<file path="src/rtl/axi_lite_user_bus_scheduler.sv">
// AXI-lite user-bus scheduler: serialises AW/W/B and AR/R channels onto one
// single-ported synchronous memory port with round-robin AW/AR arbitration.
//
// Ports:
//   ACLK, ARESET            clock, synchronous active-high reset
//   aw*/w*/b*               write address, data and response channels
//   ar*/r*                  read address and data channels
//   mem_en/we/addr/wdata    memory port strobe, direction, word address, data
//   mem_rdata               memory read data, one cycle after a read strobe
module axi_lite_user_bus_scheduler #(
    parameter int C_S_AXI_ADDR_WIDTH = 32,
    parameter int C_S_AXI_DATA_WIDTH = 32,
    parameter int MEM_ADDR_WIDTH     = 10
) (
    input  logic                          ACLK,
    input  logic                          ARESET,
    input  logic                          awvalid,
    input  logic [C_S_AXI_ADDR_WIDTH-1:0] awaddr,
    input  logic [7:0]                    awlen,
    output logic                          awready,
    input  logic [C_S_AXI_DATA_WIDTH-1:0] wdata,
    input  logic                          wlast,
    input  logic                          wvalid,
    output logic                          wready,
    output logic                          bvalid,
    input  logic                          bready,
    input  logic                          arvalid,
    input  logic [C_S_AXI_ADDR_WIDTH-1:0] araddr,
    input  logic [7:0]                    arlen,
    output logic                          arready,
    output logic [C_S_AXI_DATA_WIDTH-1:0] rdata,
    output logic                          rlast,
    output logic                          rvalid,
    input  logic                          rready,
    output logic                          mem_en,
    output logic                          mem_we,
    output logic [MEM_ADDR_WIDTH-1:0]     mem_addr,
    output logic [C_S_AXI_DATA_WIDTH-1:0] mem_wdata,
    input  logic [C_S_AXI_DATA_WIDTH-1:0] mem_rdata
);

    localparam int SH = $clog2(C_S_AXI_DATA_WIDTH / 8);

    typedef enum logic [2:0] {
        S_IDLE,
        S_WRITE,
        S_WRESP,
        S_READ,
        S_RCAP,
        S_RDATA
    } state_t;

    state_t                    state;
    logic                      last_rd;
    logic [MEM_ADDR_WIDTH-1:0] addr;
    logic [7:0]                len;
    logic [7:0]                cnt;

    logic                          grant_w;
    logic                          grant_r;
    logic                          w_fire;
    logic [C_S_AXI_ADDR_WIDTH-1:0] aw_word;
    logic [C_S_AXI_ADDR_WIDTH-1:0] ar_word;
    logic                          unused_bits;

    assign aw_word = awaddr >> SH;
    assign ar_word = araddr >> SH;

    // Word addresses keep only the memory-port width; wlast is not used
    // because burst length comes from awlen.
    assign unused_bits = ^{wlast,
                           aw_word[C_S_AXI_ADDR_WIDTH-1:MEM_ADDR_WIDTH],
                           ar_word[C_S_AXI_ADDR_WIDTH-1:MEM_ADDR_WIDTH]};

    // On a tie the channel that did not win last time is served.
    assign grant_w = awvalid && (!arvalid || last_rd);
    assign grant_r = arvalid && (!awvalid || !last_rd);

    assign awready = (state == S_IDLE) && grant_w;
    assign arready = (state == S_IDLE) && grant_r;
    assign wready  = (state == S_WRITE);
    assign w_fire  = (state == S_WRITE) && wvalid;

    assign mem_en    = w_fire || (state == S_READ);
    assign mem_we    = w_fire;
    assign mem_addr  = mem_en ? addr : '0;
    assign mem_wdata = w_fire ? wdata : '0;

    always_ff @(posedge ACLK) begin
        if (ARESET) begin
            state   <= S_IDLE;
            last_rd <= 1'b1;
            addr    <= '0;
            len     <= '0;
            cnt     <= '0;
            bvalid  <= 1'b0;
            rvalid  <= 1'b0;
            rlast   <= 1'b0;
            rdata   <= '0;
        end else begin
            unique case (state)
                S_IDLE: begin
                    if (grant_w) begin
                        addr    <= aw_word[MEM_ADDR_WIDTH-1:0];
                        len     <= awlen;
                        cnt     <= '0;
                        last_rd <= 1'b0;
                        state   <= S_WRITE;
                    end else if (grant_r) begin
                        addr    <= ar_word[MEM_ADDR_WIDTH-1:0];
                        len     <= arlen;
                        cnt     <= '0;
                        last_rd <= 1'b1;
                        state   <= S_READ;
                    end
                end
                S_WRITE: begin
                    if (wvalid) begin
                        addr <= addr + 1'b1;
                        cnt  <= cnt + 8'd1;
                        if (cnt == len) begin
                            bvalid <= 1'b1;
                            state  <= S_WRESP;
                        end
                    end
                end
                S_WRESP: begin
                    if (bready) begin
                        bvalid <= 1'b0;
                        state  <= S_IDLE;
                    end
                end
                S_READ: begin
                    state <= S_RCAP;
                end
                S_RCAP: begin
                    rdata  <= mem_rdata;
                    rlast  <= (cnt == len);
                    rvalid <= 1'b1;
                    state  <= S_RDATA;
                end
                S_RDATA: begin
                    if (rready) begin
                        rvalid <= 1'b0;
                        addr   <= addr + 1'b1;
                        cnt    <= cnt + 8'd1;
                        state  <= rlast ? S_IDLE : S_READ;
                    end
                end
                default: state <= S_IDLE;
            endcase
        end
    end

endmodule

</file>
<file path="config.mk">
export PLATFORM = sky130hd
export DESIGN_NAME = axi_lite_user_bus_scheduler
export DESIGN_NICKNAME = d
export VERILOG_FILES = /design/src/rtl/axi_lite_user_bus_scheduler.sv
export SDC_FILE = /design/constraint.sdc
export NUM_CORES = 1
export LEC_CHECK = 0
export ABC_AREA = 1
export BUFFER_PORTS_ARGS = -buffer_cell sky130_fd_sc_hd__buf_4
export CAP_MARGIN = 20
export CELL_PAD_IN_SITES_DETAIL_PLACEMENT = 1
export CELL_PAD_IN_SITES_GLOBAL_PLACEMENT = 1
export CORE_MARGIN = 2
export CORE_UTILIZATION = 27
export DETAILED_ROUTE_END_ITERATION = 8
export PLACE_DENSITY_LB_ADDON = 0.1
export SLEW_MARGIN = 20
export SYNTH_ARGS = -nofsm -noshare
export SYNTH_HDL_FRONTEND = slang
export SYNTH_SLANG_ARGS = --single-unit
</file>
<file path="constraint.sdc">
create_clock -name ACLK -period 1.8 [get_ports ACLK]
set_input_delay 0.27 -clock ACLK [delete_from_list [all_inputs] [get_ports ACLK]]
set_output_delay 0.27 -clock ACLK [all_outputs]
set_load 0.03 [all_outputs]
</file>
==> results of run 1 <==
-- layout by cell type (no fill, tap or decap), types with 6 or more instances in the layout --
cell type,count
sky130_fd_sc_hd__nand3_1,12
sky130_fd_sc_hd__nor2_4,18
sky130_fd_sc_hd__nand2_1,81
sky130_fd_sc_hd__clkbuf_16,9
sky130_fd_sc_hd__buf_4,165
sky130_fd_sc_hd__buf_6,39
sky130_fd_sc_hd__a21oi_1,15
sky130_fd_sc_hd__inv_1,68
sky130_fd_sc_hd__dfxtp_1,62
sky130_fd_sc_hd__o21ai_0,53
sky130_fd_sc_hd__xor2_1,6
sky130_fd_sc_hd__a31oi_1,10
sky130_fd_sc_hd__nor2_1,102
sky130_fd_sc_hd__o21ai_1,9
sky130_fd_sc_hd__nor2_2,29
-- area by class of cell --
cell class	count	area [um2]	area share [%]
multi-input combinational	369	1930	33.1
tap	172	215	3.70
sequential	65	1310	22.5
clock inverter	7	78.8	1.36
timing repair inverter	1	11.3	0.194
inverter	78	320	5.51
timing repair buffer	206	1730	29.7
clock buffer	9	225	3.87
-- stage by stage --
stage	hold WS, ps	utilization (%)	setup WS (ps)
2_1_floorplan	339	-	-125
3_3_place_gp	440	41.0	94.2
3_5_place_dp	450	41.0	61.6
4_1_cts	152	46.0	-44.4
5_1_grt	165	46.4	-86.7
6_report	160	46.4	-33.8
-- power by group through the flow --
| stage | Combinational [mW] | Clock, mW | Sequential [mW] |
|---|---|---|---|
| after floorplan | 2.01 | 0 | 2.20 |
| after global placement | 3.20 | 0 | 2.05 |
| after detailed placement | 3.25 | 0 | 2.07 |
| after CTS | 3.58 | 1.84 | 2.05 |
| after global routing | 3.99 | 1.89 | 2.10 |
| final | 3.59 | 1.78 | 2.05 |
-- tightest hold or removal path: stages --
cell,delay (ps)
sky130_fd_sc_hd__buf_4,80
sky130_fd_sc_hd__nor2_1,30
sky130_fd_sc_hd__nor2_1,80
-- flip-flops by register name, indices dropped and copies added (netlist names) --
name / cells
addr: 10
bvalid: 1
cnt: 8
last_rd: 1
len: 8
rdata: 32
rlast: 1
rvalid: 1
state: 3
-- repair_timing --
action / 4_1_cts / 5_1_grt
pin swaps: 4 / 2
gates resized for setup: 76 / 16
gates cloned: 2 / 0
endpoints found under the setup margin: 44 / 45
setup buffers: 5 / 0
-- worst max-delay path by stage --
stage	from	endpoint	slack, ps	depth (start not counted)
after floorplan	state[0]$_SDFFE_PP0P_	mem_wdata[10]	-130	7
after global placement	arvalid	addr[6]$_SDFFE_PP0P_	90	9
after detailed placement	arvalid	addr[6]$_SDFFE_PP0P_	60	9
after CTS	state[0]$_SDFFE_PP0P_	mem_addr[6]	-40	9
after global routing	state[1]$_SDFFE_PP0P_	mem_wdata[21]	-90	7
final	state[1]$_SDFFE_PP0P_	mem_wdata[21]	-30	7
-- cells by family (layout without fill, tap and decap cells) --
| logic type | Yosys count | in the layout | share of synthesized area [%] |
|---|---|---|---|
| compound gates | 97 | 97 | 15.2 |
| xor+xnor | 9 | 9 | 2.30 |
| flops | 65 | 65 | 38.0 |
| fa+ha+maj | 2 | 2 | 0.731 |
| simple gates | 261 | 261 | 32.1 |
| buf+inv | 101 | 301 | 11.7 |
-- per-layer routing --
metal	wire, um	vias to the layer above	global-route usage, %	part of all wire (%)
met5	0	-	0	0
met4	76	0	4.00	0.61
met3	987	4	6.28	7.9
met2	6240	122	32.6	50
met1	5200	1878	21.1	42
li1	-	2057	-	-
==> insert_results.sql, run 1 <==
INSERT INTO impl_metrics (metric_group, metric, value, unit) VALUES
('run_status', 'status', 'complete, but fails checks', ''),
('run_status', 'violations_in_the_final_reports', 'setup timing', ''),
('floorplanning', 'die_area', '0.0136', 'mm2'),
('logic_synthesis', 'avgSynthCellArea', '6.40', 'um2'),
('timing', 'final.period_utilization', '102', '%'),
('worst_setup_path', 'worst_setup_path_end_kind', 'primary output', ''),
('place', 'dp_hpwl', '9180', 'um'),
('logic_synthesis', 'synth.top_cells.by_area', 'sky130_fd_sc_hd__dfxtp_1, sky130_fd_sc_hd__nor2_1, sky130_fd_sc_hd__nand2_1, sky130_fd_sc_hd__o21ai_0, sky130_fd_sc_hd__inv_1', ''),
('logic_synthesis', 'yosysMostFrequentCell', 'sky130_fd_sc_hd__nor2_1', ''),
('detailed_routing', 'via_to_cell_ratio', '4.48', ''),
('clocking', 'number_of_buffers_added_by_the_clock_tree_synthesis_step', '9', ''),
('floorplanning', 'die_x', '117', 'um'),
('pwr', 'p_clk_share', '24.0', '%'),
('finish', 'finalNonFillerCells', '907', ''),
('global_routing', 'pin_count_of_the_biggest_net_entering_global_routing', '36', ''),
('worst_setup_path', 'critical_path.max_stage_delay', '370', 'ps'),
('detailed_routing', 'total_wirelength_of_the_detailed_routed_design', '12500', 'um'),
('finish', 'fraction_of_layout_instances_using_a_drive_strength_above_1', '40.1', '%'),
('hold_path', 'timing.hold.worst.start', 'mem_rdata[30]', ''),
('hold_path', 'timing.hold.worst_endpoint', 'rdata[30]$_SDFFE_PP0P_', ''),
('worst_setup_path', 'reg2regPathDepth', '8', ''),
('floorplanning', 'top_level_ports', '234', ''),
('timing', 'slew_viol_final', '0', ''),
('detailed_routing', 'post-route-drc-count', '0', ''),
('hold_path', 'min_delay_path_depth', '3', ''),
('logic_synthesis', 'synth_top_area_cell', 'sky130_fd_sc_hd__dfxtp_1', ''),
('detailed_routing', 'drt_first_iter_violations', '79', ''),
('floorplanning', 'row_count', '41', ''),
('worst_setup_path', 'endpoint_of_the_worst_slack_reg_to_reg_timing_path', 'addr[6]$_SDFFE_PP0P_', ''),
('timing', 'fin_worst_skew', '6.68', 'ps'),
('detailed_routing', 'dr.pass1.iters', '4', ''),
('timing', 'slew-limit-headroom', '74.9', '%'),
('place', 'gp_congestion', '0.772', ''),
('worst_setup_path', 'timing.critical_path.required', '1530', 'ps'),
('detailed_routing', 'route.vias.total', '4061', ''),
('logic_synthesis', 'synth_area', '0.00342', 'mm2'),
('clocking', 'tritoncts', 'done', ''),
('logic_synthesis', 'synth_sequential_area_ratio', '38.0', '%'),
('worst_setup_path', 'startpoint_type', 'flop', ''),
('place', 'detailed_place.area', '0.00513', 'mm2'),
('place', 'place.port_buffers', '188', ''),
('worst_setup_path', 'critical_path_class', 'flop to primary output', ''),
('logic_synthesis', 'yosysTopAreaCellShare', '38.0', '%'),
('logic_synthesis', 'synthDistinctLibCells', '35', ''),
('finish', 'syn_to_final_growth', '69.7', '%'),
('detailed_routing', 'routed_wire_length_per_instance', '13.8', 'um'),
('global_routing', 'grt_first_pass_wirelength', '19800', 'um'),
('pwr', 'cell_internal_pwr', '4.22', 'mW'),
('clocking', 'clk_pin_slew_worst_paths', '60', 'ps'),
('worst_setup_path', 'timing.reg2reg.setup_slack', '220', 'ps'),
('place', 'dpl.cell_count', '884', ''),
('clocking', 'clk_latency', '330', 'ps'),
('timing', 'finalSetupViolCount', '2', ''),
('logic_synthesis', 'postSynthCellCount', '535', ''),
('hold_path', 'min-delay-path-class', 'input pin to flop', ''),
('timing', 'fin_ws', '-33.8', 'ps'),
('worst_setup_path', 'critical_path_peak_fanout', '16', ''),
('logic_synthesis', 'ys_warn_count', '0', ''),
('clocking', 'hold_buffers', '0', ''),
('worst_setup_path', 'top_delay_family_on_crit_path', 'simple AND/OR/NAND/NOR gates', ''),
('global_routing', 'gr-usage-all-layers', '18.2', '%'),
('timing', 'setup_tns', '-34.0', 'ps'),
('floorplanning', 'floorplan.die.height', '117', 'um'),
('finish', 'antennaDiodeCount', '0', ''),
('clocking', 'total_number_of_h_tree_levels', '3', ''),
('pwr', 'power.share.switching', '43.1', '%'),
('global_routing', 'grt_overflow_total', '0', ''),
('clocking', 'clockRootBuffer', 'sky130_fd_sc_hd__clkbuf_16', ''),
('logic_synthesis', 'yosys_most_used_dff', 'sky130_fd_sc_hd__dfxtp_1', ''),
('worst_setup_path', 'worst-path-buf-inv', '3', ''),
('timing', 'final-hold-violation-count', '0', '');
No activity file was read; power rests on OpenSTA's default activity.
==> inputs of run 2 (changes only) <==
ABC_CLOCK_PERIOD_IN_PS = 1800   (was not set)
PLACE_DENSITY = 0.79   (was not set)
PLACE_DENSITY_LB_ADDON = not set   (was 0.1)
==> run 2 against run 1 <==
The run still ends with setup timing left. Clock-buffer cell count did not move. Global-route usage grew 0.36 points. First-iteration DRC count increased by 100%. Largest power group unchanged.
==> insert_results.sql, run 2 (synthesized netlist as in run 1, its figures left out) <==
INSERT INTO impl_metrics (metric_group, metric, value, unit) VALUES
('clocking', 'total_number_of_h_tree_levels', '3', ''),
('pwr', 'power_density', '1300', 'mW/mm2'),
('clocking', 'hold_buffers', '0', ''),
('worst_setup_path', 'critical_path_peak_fanout', '16', ''),
('hold_path', 'timing.hold.worst_endpoint', 'rdata[25]$_SDFFE_PP0P_', ''),
('finish', 'most_common_cell_after_layout_fill_and_taps_aside', 'sky130_fd_sc_hd__buf_4', ''),
('hold_path', 'timing.hold.worst.start', 'mem_rdata[25]', ''),
('finish', 'reg_top3', 'rdata: 32 flops, addr: 10 flops', ''),
('worst_setup_path', 'endpoint_of_the_worst_slack_reg_to_reg_timing_path', 'state[0]$_SDFFE_PP0P_', ''),
('clocking', 'number_of_buffers_added_by_the_clock_tree_synthesis_step', '9', ''),
('timing', 'finalSetupViolCount', '7', ''),
('pwr', 'vdd.ir_drop.worst', '0.575', 'mV'),
('floorplanning', 'die_area', '0.0136', 'mm2'),
('timing', 'slew_viol_final', '0', ''),
('global_routing', 'gr-usage-all-layers', '18.6', '%'),
('pwr', 'cell_internal_pwr', '4.33', 'mW'),
('finish', 'fillerInstances', '1596', ''),
('timing', 'hold_slack_final', '157', 'ps'),
('pwr', 'p_clk_share', '25.0', '%'),
('worst_setup_path', 'top_delay_family_on_crit_path', 'buffers and inverters', ''),
('run_status', 'status', 'complete, but fails checks', ''),
('clocking', 'cts_num_sinks', '65', ''),
('finish', 'finish.utilization', '46.4', '%'),
('worst_setup_path', 'startpoint_type', 'flop', ''),
('floorplanning', 'floorplan.initialDensity', '27.4', '%'),
('run_status', 'violations_in_the_final_reports', 'setup timing', ''),
('clocking', 'clock_tree.buffer_depth', '2', ''),
('timing', 'maxClockFrequency', '542', 'MHz'),
('timing', 'final_critical_delay_including_setup_and_external_delays', '1850', 'ps'),
('timing', 'fin_worst_skew', '6.15', 'ps'),
('detailed_routing', 'dr.pass1.iters', '4', ''),
('global_routing', 'grt_first_pass_wirelength', '20200', 'um'),
('place', 'detailed_place.area', '0.00511', 'mm2'),
('floorplanning', 'top_level_ports', '234', ''),
('worst_setup_path', 'reg2regPathDepth', '11', ''),
('place', 'gp_congestion', '0.833', ''),
('place', 'preCtsSetupSlack', '58.7', 'ps'),
('finish', 'max_flop_register', 'rdata', ''),
('worst_setup_path', 'worst_setup_path_end_kind', 'primary output', ''),
('hold_path', 'min-delay-path-class', 'input pin to flop', ''),
('worst_setup_path', 'crit_path_cell_trace', 'inv_4 -> nor2_4 -> nand2_4 -> nor2_4 -> inv_4 -> buf_12 -> nor2_1 -> buf_4', ''),
('finish', 'syn_to_final_growth', '69.7', '%'),
('finish', 'multi_input_comb_area', '0.00192', 'mm2'),
('global_routing', 'grt_pass1_vias', '4256', ''),
('place', 'place.port_buffers', '188', ''),
('timing', 'fin_ws', '-46.6', 'ps'),
('finish', 'finalInstanceArea', '0.00581', 'mm2'),
('finish', 'finalNonFillerCells', '907', ''),
('detailed_routing', 'post-route-drc-count', '0', ''),
('floorplanning', 'floorplan.die.height', '117', 'um'),
('worst_setup_path', 'critical_path.max_stage_delay', '370', 'ps'),
('worst_setup_path', 'critical_path_arrival', '1580', 'ps'),
('timing', 'unrepaired_setup_endpoints_after_global_routing', 'true', ''),
('finish', 'finish.net_count', '884', ''),
('worst_setup_path', 'timing.critical_path.required', '1530', 'ps'),
('worst_setup_path', 'cp_slowest_cell', 'sky130_fd_sc_hd__dfxtp_4', ''),
('worst_setup_path', 'rr_startpoint', 'state[0]$_SDFFE_PP0P_', ''),
('detailed_routing', 'antenna_violating_nets_post_route', '0', ''),
('detailed_routing', 'drt_first_iter_violations', '158', ''),
('detailed_routing', 'total_wirelength_of_the_detailed_routed_design', '13100', 'um'),
('timing', 'slew-limit-headroom', '74.9', '%'),
('hold_path', 'min_delay_path_depth', '3', ''),
('worst_setup_path', 'worst-path-buf-inv', '4', ''),
('detailed_routing', 'route.vias.total', '4152', ''),
('floorplanning', 'core_region_area', '0.0125', 'mm2'),
('clocking', 'clockRootBuffer', 'sky130_fd_sc_hd__clkbuf_16', ''),
('timing', 'final.period_utilization', '103', '%'),
('place', 'dp_hpwl', '9370', 'um'),
('pwr', 'net-switching-power', '3.21', 'mW'),
('place', 'dpl.cell_count', '883', ''),
('global_routing', 'pin_count_of_the_biggest_net_entering_global_routing', '36', ''),
('worst_setup_path', 'timing.reg2reg.setup_slack', '120', 'ps'),
('detailed_routing', 'via_to_cell_ratio', '4.58', ''),
('floorplanning', 'die_x', '117', 'um'),
('timing', 'worst_pin_slew', '376', 'ps'),
('detailed_routing', 'routed_wire_length_per_instance', '14.4', 'um'),
('clocking', 'clk_latency', '330', 'ps'),
('finish', 'mostFrequentLayoutCells', 'sky130_fd_sc_hd__buf_4, sky130_fd_sc_hd__nor2_1, sky130_fd_sc_hd__nand2_1', ''),
('global_routing', 'grt_overflow_total', '0', ''),
('timing', 'final-hold-violation-count', '0', ''),
('worst_setup_path', 'critical_path_class', 'flop to primary output', ''),
('flow_run', 'drv_cap', '0', ''),
('finish', 'fraction_of_layout_instances_using_a_drive_strength_above_1', '40.0', '%'),
('pwr', 'power.share.switching', '42.6', '%'),
('pwr', 'power.share.sequential', '27.2', '%'),
('floorplanning', 'row_count', '41', ''),
('clocking', 'clk_pin_slew_worst_paths', '60', 'ps'),
('finish', 'final-seq-area', '0.00131', 'mm2'),
('global_routing', 'grt_antenna_before_repair', '0', ''),
('finish', 'antennaDiodeCount', '0', ''),
('finish', 'largest_reg_flops', '32', ''),
('worst_setup_path', 'instance_count_on_the_critical_path', '8', ''),
('pwr', 'total_leakage_power', '2.87', 'nW'),
('pwr', 'combPwrFrac', '47.8', '%'),
('clocking', 'tritoncts', 'done', '');
## run 2: worst max-delay path by stage
stage                          startpoint       endpoint  slack [ps]
detailed placement  state[0]$_SDFFE_PP0P_  mem_wdata[23]          60
global placement    state[0]$_SDFFE_PP0P_  mem_wdata[27]         120
floorplan           state[0]$_SDFFE_PP0P_  mem_wdata[10]        -130
CTS                 state[0]$_SDFFE_PP0P_  mem_wdata[22]         -30
global route        state[0]$_SDFFE_PP0P_  mem_wdata[30]        -110
finish              state[0]$_SDFFE_PP0P_  mem_wdata[30]         -50
## run 2: power by group through the flow
| stage | combinational, mW | clock [mW] | sequential [mW] |
|---|---|---|---|
| floorplan | 2.01 | 0 | 2.20 |
| global placement | 3.12 | 0 | 2.05 |
| detailed placement | 3.21 | 0 | 2.07 |
| CTS | 3.51 | 1.93 | 2.05 |
| global route | 3.94 | 2.01 | 2.10 |
| finish | 3.60 | 1.89 | 2.05 |
## run 2: layout make-up
class,instances,share of cell area [%]
clock inverters,7,1.64
well taps,172,3.70
repair buffers,207,29.9
inverters,78,5.43
clock buffers,9,3.88
flip-flops and latches,65,22.5
multi-input cells,369,33.0
## run 2: layer usage
layer / vias to the layer above / track usage (%) / share of wire, %
met5: - / 0 / 0
met4: 0 / 5.02 / 1.1
met3: 12 / 5.76 / 7.5
met2: 134 / 33.1 / 49
met1: 1952 / 21.7 / 42
li1: 2054 / - / -
## run 2: what timing repair did
item	in CTS	in global routing
gates resized for setup	54	38
cloned	1	0
setup buffers	5	2
endpoints found under the hold margin	0	0
pin swaps	3	3
setup endpoints to repair	45	49
## run 2: per-stage QoR
| stage | setup TNS, ps | total power [mW] |
|---|---|---|
| global route | -2500 | 8.04 |
| floorplan | -4180 | 4.21 |
| CTS | -735 | 7.48 |
| detailed placement | 0 | 5.28 |
| finish | -114 | 7.55 |
| global placement | 0 | 5.17 |
## run 2: worst register-to-register path, stage by stage, from the launching register on
cell and delay, ps:
sky130_fd_sc_hd__dfxtp_4 360, sky130_fd_sc_hd__inv_4 80, sky130_fd_sc_hd__nor2_4 50, sky130_fd_sc_hd__buf_4 130, sky130_fd_sc_hd__buf_4 140, sky130_fd_sc_hd__nand2_2 90
sky130_fd_sc_hd__nor2_4 50, sky130_fd_sc_hd__buf_4 140, sky130_fd_sc_hd__nor3_4 180, sky130_fd_sc_hd__nand3_2 140, sky130_fd_sc_hd__nor2_1 150, sky130_fd_sc_hd__nor2_1 60
